<file path="src/rtl/ma_stage_ctrl_if.sv">
// Bundle between the MA stage controller and its neighbours: EX/MA register,
// data memory and writeback. The slave view is the controller's own.
interface ma_stage_ctrl_if #(
  parameter int DATA_W = 32
);
  logic              in_valid;
  logic              in_ready;
  logic [1:0]        ma_ctrl;
  logic [2:0]        wb_ctrl;
  logic [DATA_W-1:0] alu_result;
  logic [DATA_W-1:0] store_data;
  logic [4:0]        rdst;
  logic [DATA_W-1:0] pc_link;

  logic              mem_req;
  logic              mem_we;
  logic [DATA_W-1:0] mem_addr;
  logic [DATA_W-1:0] mem_wdata;
  logic              mem_ack;
  logic [DATA_W-1:0] mem_rdata;

  logic              wb_valid;
  logic [2:0]        wb_ctrl_o;
  logic [4:0]        wb_rdst;
  logic [DATA_W-1:0] wb_alu;
  logic [DATA_W-1:0] wb_mem;
  logic [DATA_W-1:0] wb_pc;
  logic              mem_err;

  modport slave (
    input  in_valid, ma_ctrl, wb_ctrl, alu_result, store_data, rdst, pc_link,
           mem_ack, mem_rdata,
    output in_ready, mem_req, mem_we, mem_addr, mem_wdata,
           wb_valid, wb_ctrl_o, wb_rdst, wb_alu, wb_mem, wb_pc, mem_err
  );

  modport master (
    output in_valid, ma_ctrl, wb_ctrl, alu_result, store_data, rdst, pc_link,
           mem_ack, mem_rdata,
    input  in_ready, mem_req, mem_we, mem_addr, mem_wdata,
           wb_valid, wb_ctrl_o, wb_rdst, wb_alu, wb_mem, wb_pc, mem_err
  );
endinterface

</file>
<file path="src/rtl/ma_stage_ctrl.sv">
// Memory-access stage controller: one req/ack transaction per memory op,
// stalls upstream while busy, and retires one registered result per instruction.
module ma_stage_ctrl #(
  parameter int DATA_W  = 32,
  parameter int TIMEOUT = 15
) (
  input  logic           clk,
  input  logic           rst_n,
  ma_stage_ctrl_if.slave bus
);

  typedef enum logic {S_IDLE, S_BUSY} state_t;

  // Abort fires on the BUSY edge where the counter would reach TIMEOUT.
  localparam logic [7:0] TO_LAST = 8'(TIMEOUT - 1);

  state_t            r_state, w_nxt;
  logic [7:0]        r_cnt;
  logic              w_acc, w_acc_mem, w_ack, w_abort;

  logic              r_mem_req, r_mem_we;
  logic [DATA_W-1:0] r_mem_addr, r_mem_wdata;
  logic              r_wb_valid, r_mem_err;
  logic [2:0]        r_wb_ctrl;
  logic [4:0]        r_wb_rdst;
  logic [DATA_W-1:0] r_wb_alu, r_wb_mem, r_wb_pc;

  always_ff @(posedge clk or negedge rst_n) begin
    if (!rst_n) r_state <= S_IDLE;
    else        r_state <= w_nxt;
  end

  always_comb begin
    w_nxt     = r_state;
    w_acc     = 1'b0;
    w_acc_mem = 1'b0;
    w_ack     = 1'b0;
    w_abort   = 1'b0;
    case (r_state)
      S_IDLE: begin
        w_acc = bus.in_valid;
        if (bus.in_valid && bus.ma_ctrl[0]) begin
          w_acc_mem = 1'b1;
          w_nxt     = S_BUSY;
        end
      end
      S_BUSY: begin
        // An ack on the timeout edge takes priority over the abort.
        if (bus.mem_ack) begin
          w_ack = 1'b1;
          w_nxt = S_IDLE;
        end else if (r_cnt == TO_LAST) begin
          w_abort = 1'b1;
          w_nxt   = S_IDLE;
        end
      end
      default: w_nxt = S_IDLE;
    endcase
  end

  always_ff @(posedge clk or negedge rst_n) begin
    if (!rst_n) begin
      r_cnt       <= '0;
      r_mem_req   <= 1'b0;
      r_mem_we    <= 1'b0;
      r_mem_addr  <= '0;
      r_mem_wdata <= '0;
      r_wb_valid  <= 1'b0;
      r_mem_err   <= 1'b0;
      r_wb_ctrl   <= '0;
      r_wb_rdst   <= '0;
      r_wb_alu    <= '0;
      r_wb_mem    <= '0;
      r_wb_pc     <= '0;
    end else begin
      r_wb_valid <= 1'b0;
      r_mem_err  <= 1'b0;

      if (w_acc) begin
        r_wb_ctrl <= bus.wb_ctrl;
        r_wb_rdst <= bus.rdst;
        r_wb_alu  <= bus.alu_result;
        r_wb_pc   <= bus.pc_link;
        r_wb_mem  <= '0;
        if (w_acc_mem) begin
          r_mem_req   <= 1'b1;
          r_mem_we    <= bus.ma_ctrl[1];
          r_mem_addr  <= bus.alu_result;
          r_mem_wdata <= bus.store_data;
          r_cnt       <= '0;
        end else begin
          r_wb_valid <= 1'b1;
        end
      end

      if (w_ack) begin
        r_wb_mem   <= r_mem_we ? '0 : bus.mem_rdata;
        r_wb_valid <= 1'b1;
        r_mem_req  <= 1'b0;
      end

      if (w_abort) begin
        r_wb_ctrl[0] <= 1'b0;
        r_wb_mem     <= '0;
        r_wb_valid   <= 1'b1;
        r_mem_err    <= 1'b1;
        r_mem_req    <= 1'b0;
      end else if (r_state == S_BUSY && !bus.mem_ack) begin
        r_cnt <= r_cnt + 8'd1;
      end
    end
  end

  assign bus.in_ready  = (r_state == S_IDLE);
  assign bus.mem_req   = r_mem_req;
  assign bus.mem_we    = r_mem_we;
  assign bus.mem_addr  = r_mem_addr;
  assign bus.mem_wdata = r_mem_wdata;
  assign bus.wb_valid  = r_wb_valid;
  assign bus.wb_ctrl_o = r_wb_ctrl;
  assign bus.wb_rdst   = r_wb_rdst;
  assign bus.wb_alu    = r_wb_alu;
  assign bus.wb_mem    = r_wb_mem;
  assign bus.wb_pc     = r_wb_pc;
  assign bus.mem_err   = r_mem_err;

endmodule

</file>
<file path="src/flat_wrapper.sv">
// flat-port wrapper written by rule: the top's interface ports become plain ports
module ma_stage_ctrl_flat 
#(
  parameter int DATA_W  = 32,
  parameter int TIMEOUT = 15
)
  (clk, rst_n, bus_in_valid, bus_ma_ctrl, bus_wb_ctrl, bus_alu_result, bus_store_data, bus_rdst, bus_pc_link, bus_mem_ack, bus_mem_rdata, bus_in_ready, bus_mem_req, bus_mem_we, bus_mem_addr, bus_mem_wdata, bus_wb_valid, bus_wb_ctrl_o, bus_wb_rdst, bus_wb_alu, bus_wb_mem, bus_wb_pc, bus_mem_err);
  ma_stage_ctrl_if #(.DATA_W(DATA_W)) bus_i ();
  input  logic clk;
  input  logic rst_n;
  input wire logic [$bits(bus_i.in_valid)-1:0] bus_in_valid;
  input wire logic [$bits(bus_i.ma_ctrl)-1:0] bus_ma_ctrl;
  input wire logic [$bits(bus_i.wb_ctrl)-1:0] bus_wb_ctrl;
  input wire logic [$bits(bus_i.alu_result)-1:0] bus_alu_result;
  input wire logic [$bits(bus_i.store_data)-1:0] bus_store_data;
  input wire logic [$bits(bus_i.rdst)-1:0] bus_rdst;
  input wire logic [$bits(bus_i.pc_link)-1:0] bus_pc_link;
  input wire logic [$bits(bus_i.mem_ack)-1:0] bus_mem_ack;
  input wire logic [$bits(bus_i.mem_rdata)-1:0] bus_mem_rdata;
  output wire logic [$bits(bus_i.in_ready)-1:0] bus_in_ready;
  output wire logic [$bits(bus_i.mem_req)-1:0] bus_mem_req;
  output wire logic [$bits(bus_i.mem_we)-1:0] bus_mem_we;
  output wire logic [$bits(bus_i.mem_addr)-1:0] bus_mem_addr;
  output wire logic [$bits(bus_i.mem_wdata)-1:0] bus_mem_wdata;
  output wire logic [$bits(bus_i.wb_valid)-1:0] bus_wb_valid;
  output wire logic [$bits(bus_i.wb_ctrl_o)-1:0] bus_wb_ctrl_o;
  output wire logic [$bits(bus_i.wb_rdst)-1:0] bus_wb_rdst;
  output wire logic [$bits(bus_i.wb_alu)-1:0] bus_wb_alu;
  output wire logic [$bits(bus_i.wb_mem)-1:0] bus_wb_mem;
  output wire logic [$bits(bus_i.wb_pc)-1:0] bus_wb_pc;
  output wire logic [$bits(bus_i.mem_err)-1:0] bus_mem_err;
  assign bus_i.in_valid = bus_in_valid;
  assign bus_i.ma_ctrl = bus_ma_ctrl;
  assign bus_i.wb_ctrl = bus_wb_ctrl;
  assign bus_i.alu_result = bus_alu_result;
  assign bus_i.store_data = bus_store_data;
  assign bus_i.rdst = bus_rdst;
  assign bus_i.pc_link = bus_pc_link;
  assign bus_i.mem_ack = bus_mem_ack;
  assign bus_i.mem_rdata = bus_mem_rdata;
  assign bus_in_ready = bus_i.in_ready;
  assign bus_mem_req = bus_i.mem_req;
  assign bus_mem_we = bus_i.mem_we;
  assign bus_mem_addr = bus_i.mem_addr;
  assign bus_mem_wdata = bus_i.mem_wdata;
  assign bus_wb_valid = bus_i.wb_valid;
  assign bus_wb_ctrl_o = bus_i.wb_ctrl_o;
  assign bus_wb_rdst = bus_i.wb_rdst;
  assign bus_wb_alu = bus_i.wb_alu;
  assign bus_wb_mem = bus_i.wb_mem;
  assign bus_wb_pc = bus_i.wb_pc;
  assign bus_mem_err = bus_i.mem_err;
  ma_stage_ctrl #(.DATA_W(DATA_W), .TIMEOUT(TIMEOUT)) u_core (.clk(clk), .rst_n(rst_n), .bus(bus_i));
endmodule
</file>
<file path="config.mk">
export PLATFORM = sky130hd
export DESIGN_NAME = ma_stage_ctrl_flat
export DESIGN_NICKNAME = d
export VERILOG_FILES = /design/src/rtl/ma_stage_ctrl_if.sv /design/src/rtl/ma_stage_ctrl.sv /design/src/flat_wrapper.sv
export SDC_FILE = /design/constraint.sdc
export NUM_CORES = 1
export LEC_CHECK = 0
export CORE_MARGIN = 5
export CORE_UTILIZATION = 41
export CTS_CLUSTER_SIZE = 40
export DETAILED_ROUTE_END_ITERATION = 7
export HOLD_SLACK_MARGIN = 0.12
export PLACE_DENSITY = 0.85
export SETUP_SLACK_MARGIN = 0.05
export SLEW_MARGIN = 20
export SYNTH_ARGS = -nofsm -noshare
export SYNTH_HDL_FRONTEND = slang
export SYNTH_SLANG_ARGS = --single-unit
</file>
<file path="constraint.sdc">
create_clock -name clk -period 2.34 [get_ports clk]
set_input_delay 0.351 -clock clk [delete_from_list [all_inputs] [get_ports clk]]
set_output_delay 0.351 -clock clk [all_outputs]
set_load 0.1 [all_outputs]
</file>
* Yosys cells after proc, flatten, opt, wreduce, memory -nomap -nowiden
Index checks and enable logic that the tools add are counted.
** Storage, ports and cells
- Input bits :: 142
- Flip-flop bits (word level) :: 181
- Output and inout port bits :: 173
** Operators by class
- $add $sub $neg :: 1
- Bitwise operators :: 1
- Mux-type cells :: 30
- Eq/ne operators :: 1
- Reduce and logical (&&, ||, !) cells :: 8
** Operators by type and width (count)
- two-way mux 32 bit :: 4
- two-way mux 8 bit :: 4
- two-way mux 1 bit :: 21
- adder 8 x 1 -> 8 bit (second input constant) :: 1
- == test 8 x 4 -> 1 bit (second input constant) :: 1
- nonzero test 3 bit :: 2
- AND reduction 2 bit :: 2
- logical AND 1 bit :: 2
- one-hot mux 1 bit (2 select lines) :: 1
- nonzero test 2 bit :: 1
- zero test 1 bit :: 1
- NOT 1 bit :: 1

* Depth between registers and ports, before layout
- Word-level depth :: 7
- Gate-level depth with buffers :: 7
- Mapped depth without buffers :: 6

* Least setup slack after synthesis
OpenSTA, ideal clock, no wires.
- Kind :: register to register
- From :: reg u_core.r_state
- To :: reg u_core.r_wb_alu[0], in the netlist u_core.bus.wb_alu[0]
- Setup time :: 0.120 ns
- Stages on the path, launching flop included :: 6
- Data arrival time :: 1.775 ns
- Slack :: 0.445 ns
- Cell sequence :: dfrtp_1 -> inv_1 -> nand2_1 -> clkbuf_1 -> nand2_1 -> nand2_1
** Between the ends
- Word-level cells in the longest chain between the ends :: 1
** Ends and longest elaborated chain
- from (decl) :: line ma_stage_ctrl.sv:17 : state_t r_state, w_nxt;
- from (signal assigned) :: line ma_stage_ctrl.sv:30 : else r_state <= w_nxt;
- two-way mux 1 bit :: line ma_stage_ctrl.sv:39 : case (r_state)
- to (signal assigned) :: line ma_stage_ctrl.sv:82 : r_wb_alu <= bus.alu_result;
- to (decl) :: line ma_stage_ctrl.sv:26 : logic [DATA_W-1:0] r_wb_alu, r_wb_mem, r_wb_pc;
Every way passes these cells.
A chain may end at the register's enable or synchronous reset.

* Worst setup path after layout
- From :: reg u_core.r_cnt[0]
- To :: reg u_core.r_wb_mem[0], in the netlist u_core.bus.wb_mem[0]
** Between the ends
- Word-level cells in the longest chain between the ends :: 5
- Elaborated cells on any way between the ends :: 6
- Those cells by class :: eq/ne (1); mux (4); reduce/logical (1)
** Ends and longest elaborated chain
- from (decl) :: line ma_stage_ctrl.sv:18 : logic [7:0] r_cnt;
- from (signal assigned) :: line ma_stage_ctrl.sv:109 : r_cnt <= r_cnt + 8'd1;
- == test 8 x 4 -> 1 bit * :: line ma_stage_ctrl.sv:52 : end else if (r_cnt == TO_LAST) begin
- two-way mux 1 bit * :: line ma_stage_ctrl.sv:52
- two-way mux 1 bit * :: line ma_stage_ctrl.sv:49 : if (bus.mem_ack) begin
- two-way mux 1 bit * :: line ma_stage_ctrl.sv:39
- nonzero test 3 bit (no source line) or two-way mux 32 bit (tied branches)
- to (signal assigned) :: line ma_stage_ctrl.sv:97 : r_wb_mem <= r_mem_we ? '0 : bus.mem_rdata;
- to (decl) :: line ma_stage_ctrl.sv:26
Every way passes the cells marked *; elsewhere a longest branch is shown, timed or not.

==> impl_metrics.csv <==
group,metric,value,unit
floorplanning,start_util,41.5,%
grt,antenna_found_initial,0,
clock_tree,clkSlewWorstSetupHoldPaths,0.07,ns
route,wire_per_inst,17.1,µm
logic_synthesis,post-synth-top-count-cell,"nand2_1",
route,dr.pass1.iters,4,
power,power.leakage,5.13,nW
logic_synthesis,avgSynthCellArea,12.0,µm²
clock_tree,clockBufferDepth,2,
logic_synthesis,syn-num-nets,713,
power,ir_worst_vdd,658,µV
logic_synthesis,yosysTopAreaCell,"dfrtp_1",
power,power_switching,6.05,mW
floorplanning,ios,315,
finish,drive_gt1_share,32.6,%
critical_path,r2r-start,"u_core.r_cnt[0]",
placed_design,place_hpwl,14.3,mm
finish,fin_cells,1120,
clock_tree,post_cts_buffers,0,
finish,fin_area,10400,µm²
clock_tree,cts_buffers,17,
power,swShare,48.3,%
logic_synthesis,netlist.area_leader.share,66.3,%
logic_synthesis,synth_cell_type_count,32,
timing,slew_headroom,62.4,%
logic_synthesis,synth_edf_count,0,
clock_tree,clock-sinks,181,
floorplanning,die_area,19300,µm²
power,pwr_density_cell,1200,nW/µm²
clock_tree,cts-root-buf,"clkbuf_16",
placed_design,gp_congestion,0.848,
finish,ff_latch_area,4530,µm²
placed_design,port-buffer-count,314,
route,drt-vias-per-instance,4.85,
worst_hold_path,hold_path_depth,3,
timing,max_freq,490,MHz
logic_synthesis,synthTopCellsByCount,"223 x nand2_1, 181 x dfrtp_1, 65 x mux2_2",
timing,setup_tns,0,ns
finish,diodes,0,
grt,grt_pass1_vias,5646,
floorplanning,die_w,139,µm
logic_synthesis,synth_warnings,0,
logic_synthesis,synth_cells,569,
finish,fill_cells,1280,
logic_synthesis,ys_seq_area_share,66.3,%
grt,grt_pass1_wl,30.9,mm
logic_synthesis,synth_area,6830,µm²
power,internal-power,6.47,mW
timing,period_share,87.2,%
grt,globalRouteOverflowTotal,0,
critical_path,crit_path_end_kind,"register",
critical_path,crit_type,"reg2reg",
floorplanning,core.rowCount,47,
clock_tree,cts_tree,"yes",
clock_tree,htree_levels,4,
power,seq_power_share,31.5,%
power,pwr-share-comb,45.5,%
finish,area_growth_syn_to_layout,52.7,%
grt,grt_max_degree,64,
worst_hold_path,hold_path_class,"in2reg",
logic_synthesis,synth_area_leaders,"dfrtp_1 66%, nand2_1 12%, mux2_2 11%",
finish,post-route-util,63.3,%
worst_hold_path,min_from,"bus_pc_link[11]",
logic_synthesis,async_flop_share,100,%
finish,multi_input_area,2150,µm²
placed_design,placed_cell_area,9820,µm²
route,drt-total-wl,19.1,mm
timing,hold_viol_final,0,
power,clkPwrFrac,23.0,%
timing,rsz0062_at_grt,"no",
worst_hold_path,min_to,"u_core.bus.wb_pc[11]",
timing,fin_crit,2.04,ns
flow_run,drv_cap,0,
critical_path,r2r_cells,7,
critical_path,crit_fanout,32,
critical_path,arrival,2.35,ns
critical_path,start_kind,"register",
run_status,status,"finished clean",
timing,drv_slew,0,
timing,setup_viol,0,
critical_path,required,2.65,ns
critical_path,r2r_setup_slack,0.30,ns
route,route.detailed.drc,0,
floorplanning,core_area,16500,µm²
route,drt_iter0_drc,238,
critical_path,worstReg2RegEnd,"u_core.bus.wb_mem[0]",
clock_tree,clock_latency,0.42,ns
timing,skew,0.00852,ns
logic_synthesis,synth_seq_cells,181,
floorplanning,die_h,139,µm
route,vias,5432,
route,ant_nets,0,
placed_design,dp_cells,1087,
timing,worstMarginPinSlew,0.565,ns
grt,grt.total_usage,19.9,%
logic_synthesis,synth_flop_cell,"dfrtp_1",
finish,nets,1031,
## routing by layer
| layer | share of wire, % | vias to the layer above | global-route usage (%) |
|---|---|---|---|
| li1 | - | 2520 | - |
| met1 | 41 | 2639 | 24.4 |
| met2 | 48 | 241 | 32.5 |
| met3 | 8.6 | 32 | 7.21 |
| met4 | 2.7 | 0 | 7.26 |
| met5 | 0 | - | 0 |
## power groups by stage
stage               sequential [mW]  combinational, mW  clock [mW]
global placement               3.98               5.68           0
detailed placement             4.00               5.73           0
finish                         3.94               5.70        2.88
global route                   4.00               5.87        3.10
CTS                            3.94               5.74        2.95
floorplan                      7.62              0.636           0
## final cells by class
cell class / instances / area share [%]
clock buffer: 18 / 4.12
clock inverter: 14 / 1.60
inverter: 3 / 0.108
multi-input combinational: 357 / 20.7
sequential: 181 / 43.4
tap: 220 / 2.64
timing repair buffer: 327 / 27.4
## layout by cell type, fill, tap and decap left out, types with 5 or more instances in the layout
master	instances
dfrtp_1	181
o21ai_0	5
clkdlybuf4s50_1	140
nand2_1	222
buf_4	181
clkbuf_16	17
nand3_1	5
a22o_1	30
mux2i_1	5
mux2_2	65
## logic make-up (layout without fill, tap and decap cells)
group | after synthesis | after routing | synth area share, %
AO/OA/AOI/OAI | 43 | 43 | 5.30
adder cells (fa/ha/maj) | 2 | 2 | 0.367
buffers and inverters | 31 | 362 | 2.33
flip-flops | 181 | 181 | 66.3
multiplexers | 70 | 70 | 11.5
AND/OR/NAND/NOR | 242 | 242 | 14.2
## worst max-delay path, cell delays in order, from the launching register on
cell and delay (ns):
dfrtp_1 0.43, inv_1 0.08, ha_1 0.13, or4b_4 0.48, nor3_4 0.21, o22ai_2 0.10, buf_4 0.26, a22o_2 0.24
## flip-flops by register name, summed over array words and instances, names as in the netlist
name                  cells
u_core.bus.wb_mem        32
u_core.bus.wb_alu        32
u_core.bus.mem_req        1
u_core.bus.mem_err        1
u_core.bus.mem_we         1
u_core.r_state            1
u_core.bus.mem_wdata     32
u_core.r_cnt              8
u_core.bus.wb_valid       1
u_core.bus.wb_rdst        5
u_core.bus.wb_ctrl_o      3
u_core.bus.wb_pc         32
u_core.bus.mem_addr      32
## worst max path at each step
stage / startpoint / end / slack [ns]
2_1_floorplan: u_core.r_state / u_core.bus.wb_alu[0] / 0.45
3_3_place_gp: bus_in_valid / u_core.bus.mem_addr[8] / 0.25
3_5_place_dp: bus_in_valid / u_core.bus.mem_addr[6] / 0.22
4_1_cts: u_core.r_cnt[0] / u_core.bus.wb_mem[0] / 0.31
5_1_grt: u_core.r_cnt[0] / u_core.bus.wb_mem[28] / 0.21
6_report: u_core.r_cnt[0] / u_core.bus.wb_mem[0] / 0.30
## metrics by stage
stage	hold slack, ns	setup WS [ns]	power (mW)
floorplan	0.0554	0.445	8.26
global placement	0.373	0.253	9.66
detailed placement	0.370	0.217	9.72
CTS	0.426	0.308	12.6
global route	0.429	0.206	13.0
finish	0.451	0.300	12.5
## what timing repair did
item	CTS	global route
hold buffers	1	0
resized for setup	0	0
endpoints found under the hold margin	55	0
Power figures use the tool's default switching activity.
